$ cat config.mk
export PLATFORM = sky130hd
export DESIGN_NAME = uart_rx_top
export DESIGN_NICKNAME = d
export VERILOG_FILES = /design/src/rtl/uart_rx_pkg.sv /design/src/rtl/uart_rx_clk_gen.sv /design/src/rtl/uart_rx_top.sv
export SDC_FILE = /design/constraint.sdc
export NUM_CORES = 1
export LEC_CHECK = 0
export BUFFER_PORTS_ARGS = -buffer_cell sky130_fd_sc_hd__buf_2
export CAP_MARGIN = 20
export CORE_MARGIN = 2
export CORE_UTILIZATION = 40
export DETAILED_ROUTE_END_ITERATION = 10
export PLACE_DENSITY = 0.65
export SYNTH_ARGS = -nofsm -noshare
export SYNTH_HDL_FRONTEND = slang
export SYNTH_SLANG_ARGS = --single-unit
export TNS_END_PERCENT = 100
$ cat constraint.sdc
create_clock -name sys_clk -period 3.2 [get_ports sys_clk]
set_clock_uncertainty 0.2 [all_clocks]
set_input_delay 0.64 -clock sys_clk [delete_from_list [all_inputs] [get_ports sys_clk]]
set_output_delay 0.64 -clock sys_clk [all_outputs]
set_load 0.005 [all_outputs]
$ cat src/rtl/uart_rx_pkg.sv
// Shared definitions for the UART receiver: FSM encoding, tick divider and
// counter width helpers, and the 2-of-3 vote used on mid-bit samples.
package uart_rx_pkg;

    typedef enum logic [1:0] {
        ST_IDLE  = 2'd0,
        ST_START = 2'd1,
        ST_DATA  = 2'd2,
        ST_STOP  = 2'd3
    } rx_state_t;

    function automatic int calc_div(input int clk_freq, input int baud, input int os);
        int d;
        d = clk_freq / (baud * os);
        if (d < 1) begin
            return 1;
        end else begin
            return d;
        end
    endfunction

    function automatic int cnt_width(input int n);
        if (n <= 2) begin
            return 1;
        end else begin
            return $clog2(n);
        end
    endfunction

    function automatic logic maj3(input logic a, input logic b, input logic c);
        return (a & b) | (a & c) | (b & c);
    endfunction

endpackage

$ cat src/rtl/uart_rx_clk_gen.sv
// Oversampling tick enable: one sys_clk-wide pulse every DIV cycles, realigned
// to zero whenever a start edge is detected.
module uart_rx_clk_gen
    import uart_rx_pkg::*;
#(
    parameter int SYS_CLK_FREQ = 200_000_000,
    parameter int BAUD_RATE    = 19200,
    parameter int OVERSAMPLE   = 16
) (
    input  logic sys_clk,
    input  logic reset,
    input  logic restart,
    output logic tick
);

    localparam int DIV   = calc_div(SYS_CLK_FREQ, BAUD_RATE, OVERSAMPLE);
    localparam int DIV_W = cnt_width(DIV);
    localparam logic [DIV_W-1:0] DIV_LAST = DIV_W'(DIV - 1);
    localparam logic [DIV_W-1:0] DIV_ONE  = DIV_W'(1);

    logic [DIV_W-1:0] div_cnt_r;
    logic             tick_r;

    // Divider counter and registered tick pulse
    always_ff @(posedge sys_clk or negedge reset) begin
        if (!reset) begin
            div_cnt_r <= {DIV_W{1'b0}};
            tick_r    <= 1'b0;
        end else if (restart) begin
            div_cnt_r <= {DIV_W{1'b0}};
            tick_r    <= 1'b0;
        end else if (div_cnt_r == DIV_LAST) begin
            div_cnt_r <= {DIV_W{1'b0}};
            tick_r    <= 1'b1;
        end else begin
            div_cnt_r <= div_cnt_r + DIV_ONE;
            tick_r    <= 1'b0;
        end
    end

    assign tick = tick_r;

endmodule

$ cat src/rtl/uart_rx_top.sv
// UART receiver: synchronizes the RX line, votes three mid-bit samples per bit
// and presents each completed frame with a one-cycle done (and frame_err) pulse.
module uart_rx_top
    import uart_rx_pkg::*;
#(
    parameter int SYS_CLK_FREQ = 200_000_000,
    parameter int BAUD_RATE    = 19200,
    parameter int FRAME_WIDTH  = 8,
    parameter int OVERSAMPLE   = 16
) (
    input  logic                   sys_clk,
    input  logic                   reset,
    input  logic                   uart_rx_din,
    output logic [0:FRAME_WIDTH-1] uart_rx_dout,
    output logic                   uart_rx_done,
    output logic                   uart_rx_frame_err,
    output logic                   uart_rx_busy
);

    localparam int BCNT_W = cnt_width(OVERSAMPLE);
    localparam int IDX_W  = cnt_width(FRAME_WIDTH);
    localparam logic [BCNT_W-1:0] BCNT_LAST = BCNT_W'(OVERSAMPLE - 1);
    localparam logic [BCNT_W-1:0] BCNT_ONE  = BCNT_W'(1);
    localparam logic [BCNT_W-1:0] VOTE_A    = BCNT_W'(OVERSAMPLE / 2 - 1);
    localparam logic [BCNT_W-1:0] VOTE_B    = BCNT_W'(OVERSAMPLE / 2);
    localparam logic [BCNT_W-1:0] VOTE_C    = BCNT_W'(OVERSAMPLE / 2 + 1);
    localparam logic [IDX_W-1:0]  IDX_LAST  = IDX_W'(FRAME_WIDTH - 1);
    localparam logic [IDX_W-1:0]  IDX_ONE   = IDX_W'(1);

    logic                   sync1_r, sync2_r, prev_r;
    logic                   fall_s, tick_s, restart_s;
    logic [BCNT_W-1:0]      bcnt_r, bcnt_nxt_s;
    logic                   vote_a_r, vote_b_r, vote_s;
    logic                   decide_s, wrap_s;
    rx_state_t              state_r, state_nxt_s;
    logic [IDX_W-1:0]       idx_r;
    logic                   idx_clr_s, idx_inc_s, bit_wr_s, load_s;
    logic [0:FRAME_WIDTH-1] shift_r, dout_r;
    logic                   done_r, err_r, busy_r;

    uart_rx_clk_gen #(
        .SYS_CLK_FREQ (SYS_CLK_FREQ),
        .BAUD_RATE    (BAUD_RATE),
        .OVERSAMPLE   (OVERSAMPLE)
    ) u_clk_gen (
        .sys_clk (sys_clk),
        .reset   (reset),
        .restart (restart_s),
        .tick    (tick_s)
    );

    // Two-FF synchronizer plus edge history; idle-high reset avoids a false start
    always_ff @(posedge sys_clk or negedge reset) begin
        if (!reset) begin
            sync1_r <= 1'b1;
            sync2_r <= 1'b1;
            prev_r  <= 1'b1;
        end else begin
            sync1_r <= uart_rx_din;
            sync2_r <= sync1_r;
            prev_r  <= sync2_r;
        end
    end

    // Sample points compare the post-increment count, so tick N of a bit has index N
    assign fall_s     = prev_r & ~sync2_r;
    assign bcnt_nxt_s = (bcnt_r == BCNT_LAST) ? {BCNT_W{1'b0}} : (bcnt_r + BCNT_ONE);
    assign wrap_s     = tick_s & (bcnt_r == BCNT_LAST);
    assign decide_s   = tick_s & (bcnt_nxt_s == VOTE_C);
    assign vote_s     = maj3(vote_a_r, vote_b_r, sync2_r);

    // Tick counter within one bit period
    always_ff @(posedge sys_clk or negedge reset) begin
        if (!reset) begin
            bcnt_r <= {BCNT_W{1'b0}};
        end else if (restart_s) begin
            bcnt_r <= {BCNT_W{1'b0}};
        end else if (tick_s) begin
            bcnt_r <= bcnt_nxt_s;
        end else begin
            bcnt_r <= bcnt_r;
        end
    end

    // First two of the three voting samples
    always_ff @(posedge sys_clk or negedge reset) begin
        if (!reset) begin
            vote_a_r <= 1'b1;
            vote_b_r <= 1'b1;
        end else begin
            if (tick_s && (bcnt_nxt_s == VOTE_A)) begin
                vote_a_r <= sync2_r;
            end else begin
                vote_a_r <= vote_a_r;
            end
            if (tick_s && (bcnt_nxt_s == VOTE_B)) begin
                vote_b_r <= sync2_r;
            end else begin
                vote_b_r <= vote_b_r;
            end
        end
    end

    // FSM state register
    always_ff @(posedge sys_clk or negedge reset) begin
        if (!reset) begin
            state_r <= ST_IDLE;
        end else begin
            state_r <= state_nxt_s;
        end
    end

    // FSM next-state and control strobes
    always_comb begin
        state_nxt_s = state_r;
        restart_s   = 1'b0;
        idx_clr_s   = 1'b0;
        idx_inc_s   = 1'b0;
        bit_wr_s    = 1'b0;
        load_s      = 1'b0;
        case (state_r)
            ST_IDLE: begin
                if (fall_s) begin
                    state_nxt_s = ST_START;
                    restart_s   = 1'b1;
                end else begin
                    state_nxt_s = ST_IDLE;
                end
            end
            ST_START: begin
                if (decide_s && vote_s) begin
                    state_nxt_s = ST_IDLE;
                end else if (wrap_s) begin
                    state_nxt_s = ST_DATA;
                    idx_clr_s   = 1'b1;
                end else begin
                    state_nxt_s = ST_START;
                end
            end
            ST_DATA: begin
                if (decide_s) begin
                    bit_wr_s = 1'b1;
                end else begin
                    bit_wr_s = 1'b0;
                end
                if (wrap_s && (idx_r == IDX_LAST)) begin
                    state_nxt_s = ST_STOP;
                end else if (wrap_s) begin
                    idx_inc_s = 1'b1;
                end else begin
                    state_nxt_s = ST_DATA;
                end
            end
            ST_STOP: begin
                if (decide_s) begin
                    load_s      = 1'b1;
                    state_nxt_s = ST_IDLE;
                end else begin
                    state_nxt_s = ST_STOP;
                end
            end
            default: begin
                state_nxt_s = ST_IDLE;
            end
        endcase
    end

    // Data bit index and shift register
    always_ff @(posedge sys_clk or negedge reset) begin
        if (!reset) begin
            idx_r   <= {IDX_W{1'b0}};
            shift_r <= {FRAME_WIDTH{1'b0}};
        end else begin
            if (idx_clr_s) begin
                idx_r <= {IDX_W{1'b0}};
            end else if (idx_inc_s) begin
                idx_r <= idx_r + IDX_ONE;
            end else begin
                idx_r <= idx_r;
            end
            if (bit_wr_s) begin
                shift_r[idx_r] <= vote_s;
            end else begin
                shift_r <= shift_r;
            end
        end
    end

    // Registered host-side outputs; dout only moves on a done cycle
    always_ff @(posedge sys_clk or negedge reset) begin
        if (!reset) begin
            dout_r <= {FRAME_WIDTH{1'b0}};
            done_r <= 1'b0;
            err_r  <= 1'b0;
            busy_r <= 1'b0;
        end else begin
            done_r <= load_s;
            err_r  <= load_s & ~vote_s;
            busy_r <= (state_nxt_s != ST_IDLE);
            if (load_s) begin
                dout_r <= shift_r;
            end else begin
                dout_r <= dout_r;
            end
        end
    end

    assign uart_rx_dout      = dout_r;
    assign uart_rx_done      = done_r;
    assign uart_rx_frame_err = err_r;
    assign uart_rx_busy      = busy_r;

endmodule

==> results.yml <==
die:
  rows: 26
  fp.dieW_um: 76.4
  die_area_um2: 5840
  core_area_um2: 5070
  num_io_pins: 14
  start_util_pct: 41.3
  chipHeight_um: 76.4
cts:
  post_cts_resized: 0
  worstSkewPairLatency_ns: 0.29
  cts.clk_slew.worst_paths_ns: 0.08
  cts_setup_buffers: 0
  htree_levels: 2
  tritoncts: "done"
  root_buffer: "clkbuf_8"
  cts_buffer_depth: 2
  ctsHoldBuffers: 0
  clock-sinks: 44
  cts_buffers: 5
worst_setup_path:
  arrival_ns: 2.43
  crit_path_end_kind: "register"
  crit_fanout: 12
  critPathKind: "register to register"
  cp-start-kind: "register"
  critPathRequiredTime_ns: 3.18
place:
  place_area_um2: 2210
  place_inst: 255
  hpwl_mm: 2.27
  preCtsSetupSlack_ns: 0.745
  io_buffers: 13
  place_congestion: 0.733
synth:
  yosys.area.top_type: "dfrtp_1"
  synth.yosys.seq_area_share_pct: 52.8
  synth_edf_count: 0
  synth-seq-cells: 44
  synth_ff_type: "dfrtp_1"
  synthCells: 180
  synthArstFlopShare_pct: 100
  synthDistinctLibCells: 37
  syn_avg_cell_area_um2: 11.7
  yosys_warnings: 0
  synth_area_leaders: "dfrtp_1, dfstp_2, mux2_4"
  synthesis.nets: 191
  synth_top_area_share_pct: 46.5
  syn_area_um2: 2100
global_route:
  grt_start_max_net_pins: 45
  grt_usage_pct: 12.6
  grt_pass1_wl_mm: 5.97
  antenna_found_initial: 0
  first_global_vias: 1286
  grt.overflow.total: 0
power:
  irDropWorstVdd_uv: 218
  total_power_mw: 1.10
  p_leak_nw: 1.08
  powerDensity_nw_per_um2: 476
sta:
  layout_setup_ws_ns: 0.749
  hold_slack_ns: 0.159
  rsz0062_at_grt: "no"
  setup_tns_ns: 0
  min_period_ns: 2.45
  maxSlewHeadroom_pct: 39.7
  worst_slew_pin_slew_ns: 0.892
  max_freq_ghz: 0.408
  slew_violations: 0
  finalHoldViolations: 0
  setup_viol: 0
  finalCritPeriodShare_pct: 76.6
finish:
  drive_gt1_share_pct: 23.1
  antenna_cells: 0
  fin_area_um2: 2320
  synthToLayoutAreaGrowth_pct: 10.7
  finalNetCount: 205
  final_util_pct: 45.8
  final_cells: 265
run:
  max-cap-violations: 0
routing:
  viasPerCell: 5.09
  ant_nets: 0
  vias: 1350
  wl_per_cell_um: 12.5
  drc_errors: 0
  drt_iter0_drc: 77
  detail_route.first_pass.iterations: 4
  routed_wl_mm: 3.31
min_path:
  min_path_type: "register to register"
run_status:
  status: "complete, no violations"
[where the power goes]
group | switching (mW) | total, mW | internal, mW
sequential | 0.0538 | 0.657 | 0.603
clock | 0.177 | 0.330 | 0.153
combinational | 0.0623 | 0.117 | 0.0552
total | 0.293 | 1.10 | 0.812
[critical path, stage by stage, from the launching register on]
cell	delay, ns
dfrtp_1	0.45
ha_1	0.31
nor3b_1	0.22
a31o_2	0.26
and3_1	0.56
mux2_4	0.34
[per-layer routing]
layer  GRT usage, %  wire [um]  vias up  part of all wire (%)
li1               -          -      669                     -
met1           16.8       1690      653                    51
met2           20.1       1450       23                    44
met3           3.79        130        5                   3.9
met4           3.27         36        0                   1.1
met5              0          0        -                     0
[cell type report]
class,instances,area [um2]
clock buffers,7,76.3
clock inverters,1,5.00
fillers,483,2750
inverters,4,15.0
multi-input cells,124,936
flip-flops and latches,44,1110
well taps,70,87.6
repair buffers,15,95.1
[state kept, by name (all words and copies together) (netlist names)]
register / cells
sync2_r: 1
uart_rx_frame_err: 1
bcnt_r: 4
prev_r: 1
u_clk_gen.div_cnt_r: 10
vote_a_r: 1
state_r: 2
sync1_r: 1
u_clk_gen.tick: 1
shift_r: 8
vote_b_r: 1
uart_rx_busy: 1
uart_rx_dout: 8
idx_r: 3
uart_rx_done: 1
[cells in the final DEF (no fill, tap or decap), types with 2 or more instances in the layout]
cell and n:
a22oi_1 2, ha_1 8, nand4b_1 5, clkbuf_8 5, inv_1 4, mux2_4 8
nand2_1 13, dfrtp_1 39, nand4_1 6, nor2_1 18, nor3_1 3, clkbuf_1 2
nor4b_1 4, nand3_1 6, a21oi_1 3, a31o_2 2, buf_2 13, mux2_2 10
xnor2_1 6, and3_1 2, dfstp_2 5, o21ai_0 5, xor2_1 4, nor2b_1 3
and3b_1 2, nor4_1 2, mux2i_1 2
[synth_stat cells (3+ instances only)]
master,n
dfrtp_1,39
nor2_1,18
nand2_1,13
mux2_2,10
ha_1,8
mux2_4,8
nand3_1,6
nand4_1,6
xnor2_1,6
clkbuf_1,5
dfstp_2,5
nand4b_1,5
o21ai_0,5
inv_1,4
nor4b_1,4
xor2_1,4
a21oi_1,3
nor2b_1,3
nor3_1,3
[cells by family after synthesis]
group	synth area share (%)
AO/OA/AOI/OAI	5.07
XOR/XNOR	4.17
adder cells (fa/ha/maj)	5.25
buffers and inverters	2.62
flip-flops	52.8
multiplexers	12.0
AND/OR/NAND/NOR	18.1
[worst paths after layout]
path                            from                      to  slack (ns)  cells after the start
max reg2reg                bcnt_r[1]         uart_rx_dout[4]        0.75                      5
max in group asynchronous      reset                vote_b_r        1.82                      3
min in group asynchronous      reset  u_clk_gen.div_cnt_r[5]        0.50                      2
min reg2reg                  sync1_r                 sync2_r        0.16                      0
min                          sync1_r                 sync2_r        0.16                      0
max                        bcnt_r[1]         uart_rx_dout[4]        0.75                      5
No activity file was read; power rests on OpenSTA's default activity.
